$ cat config.mk
export PLATFORM = sky130hd
export DESIGN_NAME = move_check_sequencer
export DESIGN_NICKNAME = d
export VERILOG_FILES = /design/src/rtl/chess_pkg.sv /design/src/rtl/path_scanner.sv /design/src/rtl/move_check_sequencer.sv
export SDC_FILE = /design/constraint.sdc
export NUM_CORES = 1
export LEC_CHECK = 0
export CORE_MARGIN = 2
export CORE_UTILIZATION = 47
export DETAILED_ROUTE_END_ITERATION = 6
export PLACE_DENSITY_LB_ADDON = 0.2
export SLEW_MARGIN = 20
export SYNTH_ARGS = -nofsm -noshare
export SYNTH_HDL_FRONTEND = slang
export SYNTH_SLANG_ARGS = --single-unit
export TNS_END_PERCENT = 30
$ cat constraint.sdc
create_clock -name CLOCK_50 -period 3 [get_ports CLOCK_50]
set_clock_uncertainty 0.15 [all_clocks]
set_input_delay 0.45 -clock CLOCK_50 [delete_from_list [all_inputs] [get_ports CLOCK_50]]
set_output_delay 0.45 -clock CLOCK_50 [all_outputs]
set_load 0.02 [all_outputs]
$ cat src/rtl/chess_pkg.sv
// Shared types and helpers for the move-check front end: piece codes,
// sequencer states and small coordinate arithmetic.
package chess_pkg;

    typedef enum logic [2:0] {
        PT_EMPTY   = 3'd0,
        PT_PAWN    = 3'd1,
        PT_KNIGHT  = 3'd2,
        PT_BISHOP  = 3'd3,
        PT_ROOK    = 3'd4,
        PT_QUEEN   = 3'd5,
        PT_KING    = 3'd6,
        PT_INVALID = 3'd7
    } piece_type_t;

    typedef enum logic [2:0] {
        S_IDLE     = 3'd0,
        S_SCREEN   = 3'd1,
        S_SCAN     = 3'd2,
        S_DISPATCH = 3'd3,
        S_WAIT     = 3'd4,
        S_RESP     = 3'd5
    } seq_state_t;

    localparam int         COLOUR_BIT = 3;
    localparam logic [3:0] EMPTY      = 4'h0;

    function automatic logic [2:0] abs_diff(input logic [2:0] a, input logic [2:0] b);
        return (a > b) ? (a - b) : (b - a);
    endfunction

    // -1 is encoded as 3'b111 so that cursor + step wraps like a signed add
    function automatic logic [2:0] step_dir(input logic [2:0] from, input logic [2:0] to);
        if (to > from)
            return 3'd1;
        else if (to < from)
            return 3'd7;
        else
            return 3'd0;
    endfunction

endpackage

$ cat src/rtl/path_scanner.sv
// Walks a sliding piece's path one square per cycle and flags the first
// occupied intermediate square or arrival at the destination.
module path_scanner
    import chess_pkg::*;
(
    input  logic                  CLOCK_50,
    input  logic                  reset_n,
    input  logic                  start,
    input  logic                  run,
    input  logic [2:0]            old_x,
    input  logic [2:0]            old_y,
    input  logic [2:0]            new_x,
    input  logic [2:0]            new_y,
    input  logic [7:0][7:0][3:0]  board_in,
    output logic                  clear,
    output logic                  blocked
);

    logic [2:0] cur_x, cur_y;
    logic [2:0] step_x, step_y;

    always_ff @(posedge CLOCK_50 or negedge reset_n) begin
        if (!reset_n) begin
            cur_x  <= '0;
            cur_y  <= '0;
            step_x <= '0;
            step_y <= '0;
        end else if (start) begin
            step_x <= step_dir(old_x, new_x);
            step_y <= step_dir(old_y, new_y);
            cur_x  <= old_x + step_dir(old_x, new_x);
            cur_y  <= old_y + step_dir(old_y, new_y);
        end else if (run && !clear && !blocked) begin
            cur_x <= cur_x + step_x;
            cur_y <= cur_y + step_y;
        end
    end

    // The destination square itself is never treated as a blocker
    assign clear   = (cur_x == new_x) && (cur_y == new_y);
    assign blocked = !clear && (board_in[cur_x][cur_y] != EMPTY);

endmodule

$ cat src/rtl/move_check_sequencer.sv
// Screens a move request, scans sliding paths, dispatches to one piece checker
// and returns a legal/illegal verdict. CHECK_TIMEOUT_EN adds a checker watchdog.
module move_check_sequencer
    import chess_pkg::*;
#(
    parameter int NUM_CHECKERS   = 6,
    parameter int TIMEOUT_CYCLES = 16
) (
    input  logic                    CLOCK_50,
    input  logic                    reset_n,
    input  logic                    req_valid,
    output logic                    req_ready,
    input  logic [2:0]              old_x,
    input  logic [2:0]              old_y,
    input  logic [2:0]              new_x,
    input  logic [2:0]              new_y,
    input  logic [7:0][7:0][3:0]    board_in,
    output logic [NUM_CHECKERS-1:0] chk_start,
    output logic [2:0]              chk_h_delta,
    output logic [2:0]              chk_v_delta,
    output logic [3:0]              chk_piece,
    input  logic [NUM_CHECKERS-1:0] chk_move_valid,
    input  logic [NUM_CHECKERS-1:0] chk_done,
    output logic                    rsp_valid,
    input  logic                    rsp_ready,
    output logic                    rsp_legal,
    output logic                    rsp_error
);

    seq_state_t  state;
    logic [2:0]  ox_q, oy_q, nx_q, ny_q;
    logic [2:0]  h_q, v_q;
    logic [3:0]  src_q, dst_q;
    logic        legal_q;
    piece_type_t src_type;
    logic [NUM_CHECKERS-1:0] sel;
    logic        reject, slider, on_line, scan_go;
    logic        done_hit, valid_hit, timeout;
    logic        scan_clear, scan_blocked;

    assign src_type = piece_type_t'(src_q[2:0]);
    assign sel      = {{(NUM_CHECKERS-1){1'b0}}, 1'b1} << (src_q[2:0] - 3'd1);

    assign reject   = (src_type == PT_EMPTY) || (src_type == PT_INVALID)
                   || ((ox_q == nx_q) && (oy_q == ny_q))
                   || ((dst_q != EMPTY) && (dst_q[COLOUR_BIT] == src_q[COLOUR_BIT]));
    assign slider   = src_type inside {PT_BISHOP, PT_ROOK, PT_QUEEN};
    assign on_line  = (h_q == v_q) || (h_q == 3'd0) || (v_q == 3'd0);
    // Off-line slider moves go straight to the checker, which rejects them
    assign scan_go  = slider && on_line;

    assign done_hit  = |(chk_done & sel);
    assign valid_hit = |(chk_move_valid & sel);

    path_scanner u_scan (
        .CLOCK_50 (CLOCK_50),
        .reset_n  (reset_n),
        .start    (state == S_SCREEN && !reject && scan_go),
        .run      (state == S_SCAN),
        .old_x    (ox_q),
        .old_y    (oy_q),
        .new_x    (nx_q),
        .new_y    (ny_q),
        .board_in (board_in),
        .clear    (scan_clear),
        .blocked  (scan_blocked)
    );

    always_ff @(posedge CLOCK_50 or negedge reset_n) begin
        if (!reset_n) begin
            state   <= S_IDLE;
            ox_q    <= '0;
            oy_q    <= '0;
            nx_q    <= '0;
            ny_q    <= '0;
            h_q     <= '0;
            v_q     <= '0;
            src_q   <= EMPTY;
            dst_q   <= EMPTY;
            legal_q <= 1'b0;
        end else begin
            case (state)
                S_IDLE: if (req_valid) begin
                    ox_q    <= old_x;
                    oy_q    <= old_y;
                    nx_q    <= new_x;
                    ny_q    <= new_y;
                    h_q     <= abs_diff(new_x, old_x);
                    v_q     <= abs_diff(new_y, old_y);
                    src_q   <= board_in[old_x][old_y];
                    dst_q   <= board_in[new_x][new_y];
                    legal_q <= 1'b0;
                    state   <= S_SCREEN;
                end
                S_SCREEN: begin
                    if (reject)
                        state <= S_RESP;
                    else if (scan_go)
                        state <= S_SCAN;
                    else
                        state <= S_DISPATCH;
                end
                S_SCAN: begin
                    if (scan_clear)
                        state <= S_DISPATCH;
                    else if (scan_blocked)
                        state <= S_RESP;
                end
                S_DISPATCH: state <= S_WAIT;
                S_WAIT: begin
                    if (done_hit) begin
                        legal_q <= valid_hit;
                        state   <= S_RESP;
                    end else if (timeout) begin
                        state <= S_RESP;
                    end
                end
                S_RESP: if (rsp_ready) state <= S_IDLE;
                default: state <= S_IDLE;
            endcase
        end
    end

`ifdef CHECK_TIMEOUT_EN
    logic [7:0] wd_cnt;
    logic       err_q;

    assign timeout = (state == S_WAIT) && !done_hit && (wd_cnt == 8'(TIMEOUT_CYCLES - 1));

    always_ff @(posedge CLOCK_50 or negedge reset_n) begin
        if (!reset_n) begin
            wd_cnt <= '0;
            err_q  <= 1'b0;
        end else begin
            wd_cnt <= (state == S_WAIT) ? wd_cnt + 8'd1 : 8'd0;
            if (state == S_IDLE && req_valid)
                err_q <= 1'b0;
            else if (timeout)
                err_q <= 1'b1;
        end
    end

    assign rsp_error = rsp_valid && err_q;
`else
    assign timeout   = 1'b0;
    assign rsp_error = 1'b0;
`endif

    assign req_ready   = (state == S_IDLE);
    assign rsp_valid   = (state == S_RESP);
    assign rsp_legal   = rsp_valid && legal_q;
    assign chk_start   = (state == S_DISPATCH) ? sel : '0;
    assign chk_h_delta = h_q;
    assign chk_v_delta = v_q;
    assign chk_piece   = src_q;

endmodule

## Yosys cells after proc, flatten, opt, wreduce, memory -nomap -nowiden

Cells that the tools add are included.
W data, S select, Z words.

- Register bits after elaboration: 42
- RAM bits: 0
- Bits in latches: 0
- Output and inout bits: 20
- Memory bits (read-only): 0
- Memories: 0
- Input port bits: 284
- Logic and storage cells: 125

- $lt $le $gt $ge: 12
- $mul: 0
- Bitwise logic cells: 2
- $add $sub $neg: 9
- Reductions and logical operators: 32
- Mux-type cells: 36
- Div/mod/pow operators: 0
- Shift operators: 1
- Equality and inequality tests: 19

Operator list:

| operator | count |
|---|---|
| $bmux W32 S3 | 3 |
| $mux W32 | 3 |
| $mux W3 | 18 |
| $bmux W4 S3 | 3 |
| $lt A3 B4 Y1 const B | 6 |
| $pmux W3 S6 | 1 |
| $eq A3 B3 Y1 | 5 |
| $eq A3 B3 Y1 const B | 5 |
| $add A3 B3 Y3 | 4 |
| $and A6 B6 Y6 | 2 |
| $gt A3 B3 Y1 | 4 |
| $logic_not A3 Y1 | 4 |
| $mux W4 | 3 |
| $reduce_or A6 Y1 | 2 |
| $sub A3 B3 Y3 | 4 |
| $logic_and A1 B1 Y1 | 10 |
| $eq A3 B2 Y1 const B | 3 |
| $reduce_bool A4 Y1 | 2 |
| $lt A3 B3 Y1 | 2 |
| $mux W6 | 1 |
| $shl A1 B3 Y6 const A | 1 |
| $logic_or A1 B1 Y1 | 5 |
| $ne A2 B2 Y1 const B | 2 |
| $reduce_and A4 Y1 | 1 |
| other kinds (12) | 17 |

## Depth between registers and ports, before layout

- Depth in word-level cells: 10
- Mapped depth: 12
- Gate-level depth less buffers: 12

## Cells and area by module

A second synthesis with hierarchy kept.

- Cells, all modules: 961
- Area, all modules: 8584.5 sq um

By module, submodules not included:

| module | times used | cells an instance | area each (sq um) | sequential area each (sq um) |
|---|---|---|---|---|
| move_check_sequencer | 1 | 625 | 6249.7 | 750.7 |
| path_scanner | 1 | 336 | 2334.7 | 250.2 |

## Worst setup path before layout

OpenSTA, ideal clock, no wires.

- Kind: input to register
- Start: input new_x[0]
- End: register dst_q[0]
- Buffers on the path: 1
- Slack: 49 ps
- Data required time: 2725 ps
- Cell stages on the path: 5
- Library setup time: 125 ps
- Data arrival time: 2676 ps
- Path through: buf_1 -> mux4_2 -> mux4_2 -> mux4_2 -> mux2_2

- Longest elaborated chain between the ends: 4

RTL lines:

| what | RTL line | RTL |
|---|---|---|
| start, declared | move_check_sequencer.sv:15 | `input logic [2:0] new_x,` |
| $bmux W32 S3 | move_check_sequencer.sv:91 | `dst_q <= board_in[new_x][new_y];` |
| $mux W32 (implied by the code) | move_check_sequencer.sv:91 |  |
| $bmux W4 S3 | move_check_sequencer.sv:91 |  |
| $mux W4 (implied by the code) | move_check_sequencer.sv:91 |  |
| end signal, assigned | move_check_sequencer.sv:91 |  |
| end, declared | move_check_sequencer.sv:33 | `logic [3:0] src_q, dst_q;` |

Every way passes these cells. The select of a mux whose other input is x is not followed.
A chain may end at the register's enable or synchronous reset.

## Final worst setup path

- Start: register u_scan.cur_x[1]
- End: register u_scan.cur_y[0]

- Longest elaborated chain between the ends: 9
- Elaborated cells on any way between the ends: 13
- Those cells by class: 1 x eq/ne; 4 x mux; 8 x reduce/logical

RTL lines:

| what | RTL line | RTL |
|---|---|---|
| start, declared | path_scanner.sv:19 | `logic [2:0] cur_x, cur_y;` |
| start signal, assigned | path_scanner.sv:31 | `cur_x <= old_x + step_dir(old_x, new_x);` |
| start signal, assigned | path_scanner.sv:34 | `cur_x <= cur_x + step_x;` |
| $bmux W32 S3 | path_scanner.sv:41 | `assign blocked = !clear && (board_in[cur_x][cur_y] != EMPTY);` |
| $mux W32 (implied by the code) | path_scanner.sv:41 |  |
| $bmux W4 S3 | path_scanner.sv:41 |  |
| $mux W4 (implied by the code) | path_scanner.sv:41 |  |
| $reduce_bool A4 Y1 | path_scanner.sv:41 |  |
| $logic_and A1 B1 Y1 | path_scanner.sv:41 |  |
| $logic_not A1 Y1 | path_scanner.sv:33 | `end else if (run && !clear && !blocked) begin` |
| $logic_and A1 B1 Y1 (*) | path_scanner.sv:33 |  |
| $reduce_bool A2 Y1 (no source line) (*) | n/a |  |
| end signal, assigned | path_scanner.sv:32 | `cur_y <= old_y + step_dir(old_y, new_y);` |
| end signal, assigned | path_scanner.sv:35 | `cur_y <= cur_y + step_y;` |
| end, declared | path_scanner.sv:19 |  |

Every way passes the cells marked *; elsewhere a longest branch is shown, timed or not. The select of a mux whose other input is x is not followed.

==> impl_metrics.tcl <==
set metrics [dict create \
    fmax_ghz 0.3357 \
    relSlewSlack 0.3827 \
    slowest_stage "dfrtp_2" \
    fin_tns_setup_ps 0 \
    yosysTopAreaCellShare 0.4740 \
    synth.distinct_cells 67 \
    die-area_um2 18560 \
    holdWs_ps 147.6 \
    grt_first_pass_wirelength_um 51330 \
    ant_nets 0 \
    yosysTopAreaCell "mux4_2" \
    grt_pass1_vias 9336 \
    ys_ff_latch 40 \
    postSynth.asyncResetShare 1.000 \
    power_leakage_nw 4.646 \
    fp-row-count 48 \
    drc 0 \
    cts_tree "built" \
    nFillCells 1247 \
    clock_path_buffers 2 \
    grt_max_degree 41 \
    maxSlewViolCount 0 \
    critPathLaunchType "flop" \
    globalplace.congestion 1.005 \
    grt.total_usage 0.3677 \
    die_w_um 136.2 \
    worst_path_most_repeated_cell "buf_6" \
    io_pins 304 \
    syn_to_final_growth_pct 54.39 \
    synth_fp_nets 1044 \
    dp_cells 1302 \
    cp_cell_sequence "buf_12 -> clkbuf_16 -> buf_8 -> buf_6 -> xnor2_2 -> nand3_2 -> or3_1 -> o2111ai_2 -> a211oi_2 -> o22ai_4 -> buf_6 -> mux2i_1 -> a21oi_1" \
    cts_sinks 40 \
    grt-ovfl-total 0 \
    insertion_delay_ps 290 \
    multiInputGateArea_um2 6893 \
    powerDensity_nw_per_um2 487.9 \
    syn_area_um2 8219 \
    cts_buffers 5 \
    end_kind "flop" \
    core_um2 17180 \
    start_util 0.4785 \
    status "completed" \
    hold_path.class "in2async" \
    synth-edff-count 0 \
    final.period_utilization 0.9929 \
    drive_above_1_share 0.3270 \
    cts-root-buf "clkbuf_16" \
    routed_wl_um 34660 \
    final_cell_count_no_fill 1324 \
    ys.flop_type "dfrtp_1" \
    max-vdd-ir-drop_v 0.0005553 \
    path_clk_slew_ps 60 \
    synth_most_common_cell "mux4_2" \
    nets 1408 \
    ys_top_cells_by_count "173 x mux4_2, 69 x nor2_1, 45 x nor3_1, 40 x dfrtp_1, 30 x clkbuf_1" \
    yosysWarnings 0 \
    hold_viol 0 \
    yosysSeqAreaShare 0.1218 \
    wire_per_inst_um 26.18 \
    maxCapViolCount 0 \
    power_mw 6.191 \
    period_minus_slack_ps 2979 \
    path_class "reg2reg" \
    final-setup-viol-count 0 \
    dr_total_vias 9219 \
    path_max_fanout 7 \
    synth_area_leaders "mux4_2 47%, dfrtp_1 12%, nor2_1 3.2%" \
    vias_per_cell 6.963 \
    arrival_ps 2990 \
    rsz0062_at_grt "yes" \
    dr.first_iter.drc_count 961 \
    antenna_found_initial 2 \
    io_buffers 302 \
    worst_pin_slew_ps 926.0 \
    die_height_um 136.2 \
    ff_latch_area_um2 1003 \
    avgSynthCellArea_um2 11.21 \
    first_pass_iters 7 \
    hpwl_um 27800 \
    syn_inst 733 \
    slowest_delay_ps 450 \
    htreeDepth 2 \
    required_ps 3010 \
]
[cell families (layout without fill, tap and decap cells)]
family | count (synthesis) | in the layout | synth area share
and+or+nand+nor | 223 | 223 | 0.1352
xor gates and xnor gates | 15 | 15 | 0.01598
buffers and inverters | 96 | 461 | 0.05693
adders and majority gates | 27 | 27 | 0.04841
muxes | 206 | 206 | 0.5176
AOI/OAI and AO/OA | 125 | 125 | 0.1037
DFF | 40 | 40 | 0.1218
other | 1 | 2 | 0.0004563
[per-layer routing]
metal | global-route usage | vias up | share of wire
met5 | 0 | - | 0
met4 | 0.2014 | 0 | 0.064
met3 | 0.1010 | 186 | 0.12
met2 | 0.6139 | 792 | 0.49
met1 | 0.4303 | 4445 | 0.33
li1 | - | 3796 | -
[stage by stage]
stage	setup slack, ps	area, µm²	util
after floorplan	49.41	8219	-
after global placement	-343.1	12200	0.7102
after detailed placement	-349.8	12200	0.7102
after CTS	12.92	12360	0.7196
after global routing	-74.54	12690	0.7386
final	21.36	12690	0.7388
[critical path: cells and delay by family, from the launching register on]
family          cells  cell delay (ps)
compound gates      4              750
xor+xnor            1              130
buf+inv             5              740
flops               1              450
mux                 1              160
simple gates        2              470
[worst paths after layout]
path                                  from              end  slack (ps)  cells past startpoint
setup / recovery           u_scan.cur_x[1]  u_scan.cur_y[0]          20                     13
hold / removal                     reset_n          nx_q[0]         150                      1
setup reg to reg           u_scan.cur_x[1]  u_scan.cur_y[0]          20                     13
hold reg to reg                   dst_q[0]         dst_q[0]         370                      1
max in group asynchronous          reset_n  u_scan.cur_x[1]        1910                      1
min in group CLOCK_50             dst_q[0]         dst_q[0]         370                      1
[sequential cells by signal (all words and copies together), names as in the netlist]
register and cells:
u_scan.cur_x 3, chk_piece 4, legal_q 1, chk_v_delta 3, ny_q 3, dst_q 4
u_scan.step_y 2, oy_q 3, chk_h_delta 3, ox_q 3, nx_q 3, state 3
u_scan.step_x 2, u_scan.cur_y 3
[timing repair]
action,in CTS,in global routing
endpoints found under the setup margin,8,6
gates resized for setup,2,37
hold buffers,0,0
setup buffers,0,11
pin swaps,0,22
gates cloned,0,3
[area by class of cell]
| cell class | instances | area share |
|---|---|---|
| Sequential cell | 40 | 0.07908 |
| Multi-Input combinational cell | 597 | 0.5432 |
| Antenna cell | 1 | 0.0001972 |
| Clock buffer | 8 | 0.01154 |
| Inverter | 30 | 0.008874 |
| Tap cell | 225 | 0.02218 |
| Timing Repair Buffer | 423 | 0.3349 |
[cells in the final DEF, fill, tap and decap left out, drive strengths merged, types with 5 or more instances in the layout]
| master | instances |
|---|---|
| xnor2 | 10 |
| o211ai | 6 |
| or3 | 7 |
| inv | 29 |
| o22ai | 11 |
| nor3b | 12 |
| nor4 | 17 |
| mux2i | 11 |
| mux2 | 22 |
| nor2 | 69 |
| nand3 | 13 |
| xor2 | 5 |
| mux4 | 173 |
| a211oi | 9 |
| ha | 19 |
| clkdlybuf4s50 | 297 |
| nand2 | 28 |
| nand2b | 5 |
| o21ai | 28 |
| buf | 123 |
| a31oi | 8 |
| and3 | 5 |
| nand4 | 5 |
| dfrtp | 40 |
| fa | 8 |
| a21oi | 21 |
| nor3 | 46 |
| clkbuf | 11 |
[where the power goes]
group | internal [mW] | switching [mW] | leakage, nW
clock | 0.332 | 0.217 | 0.0712
combinational | 2.37 | 2.13 | 4.10
sequential | 0.796 | 0.345 | 0.473
total | 3.50 | 2.69 | 4.65
Power figures use the tool's default switching activity.
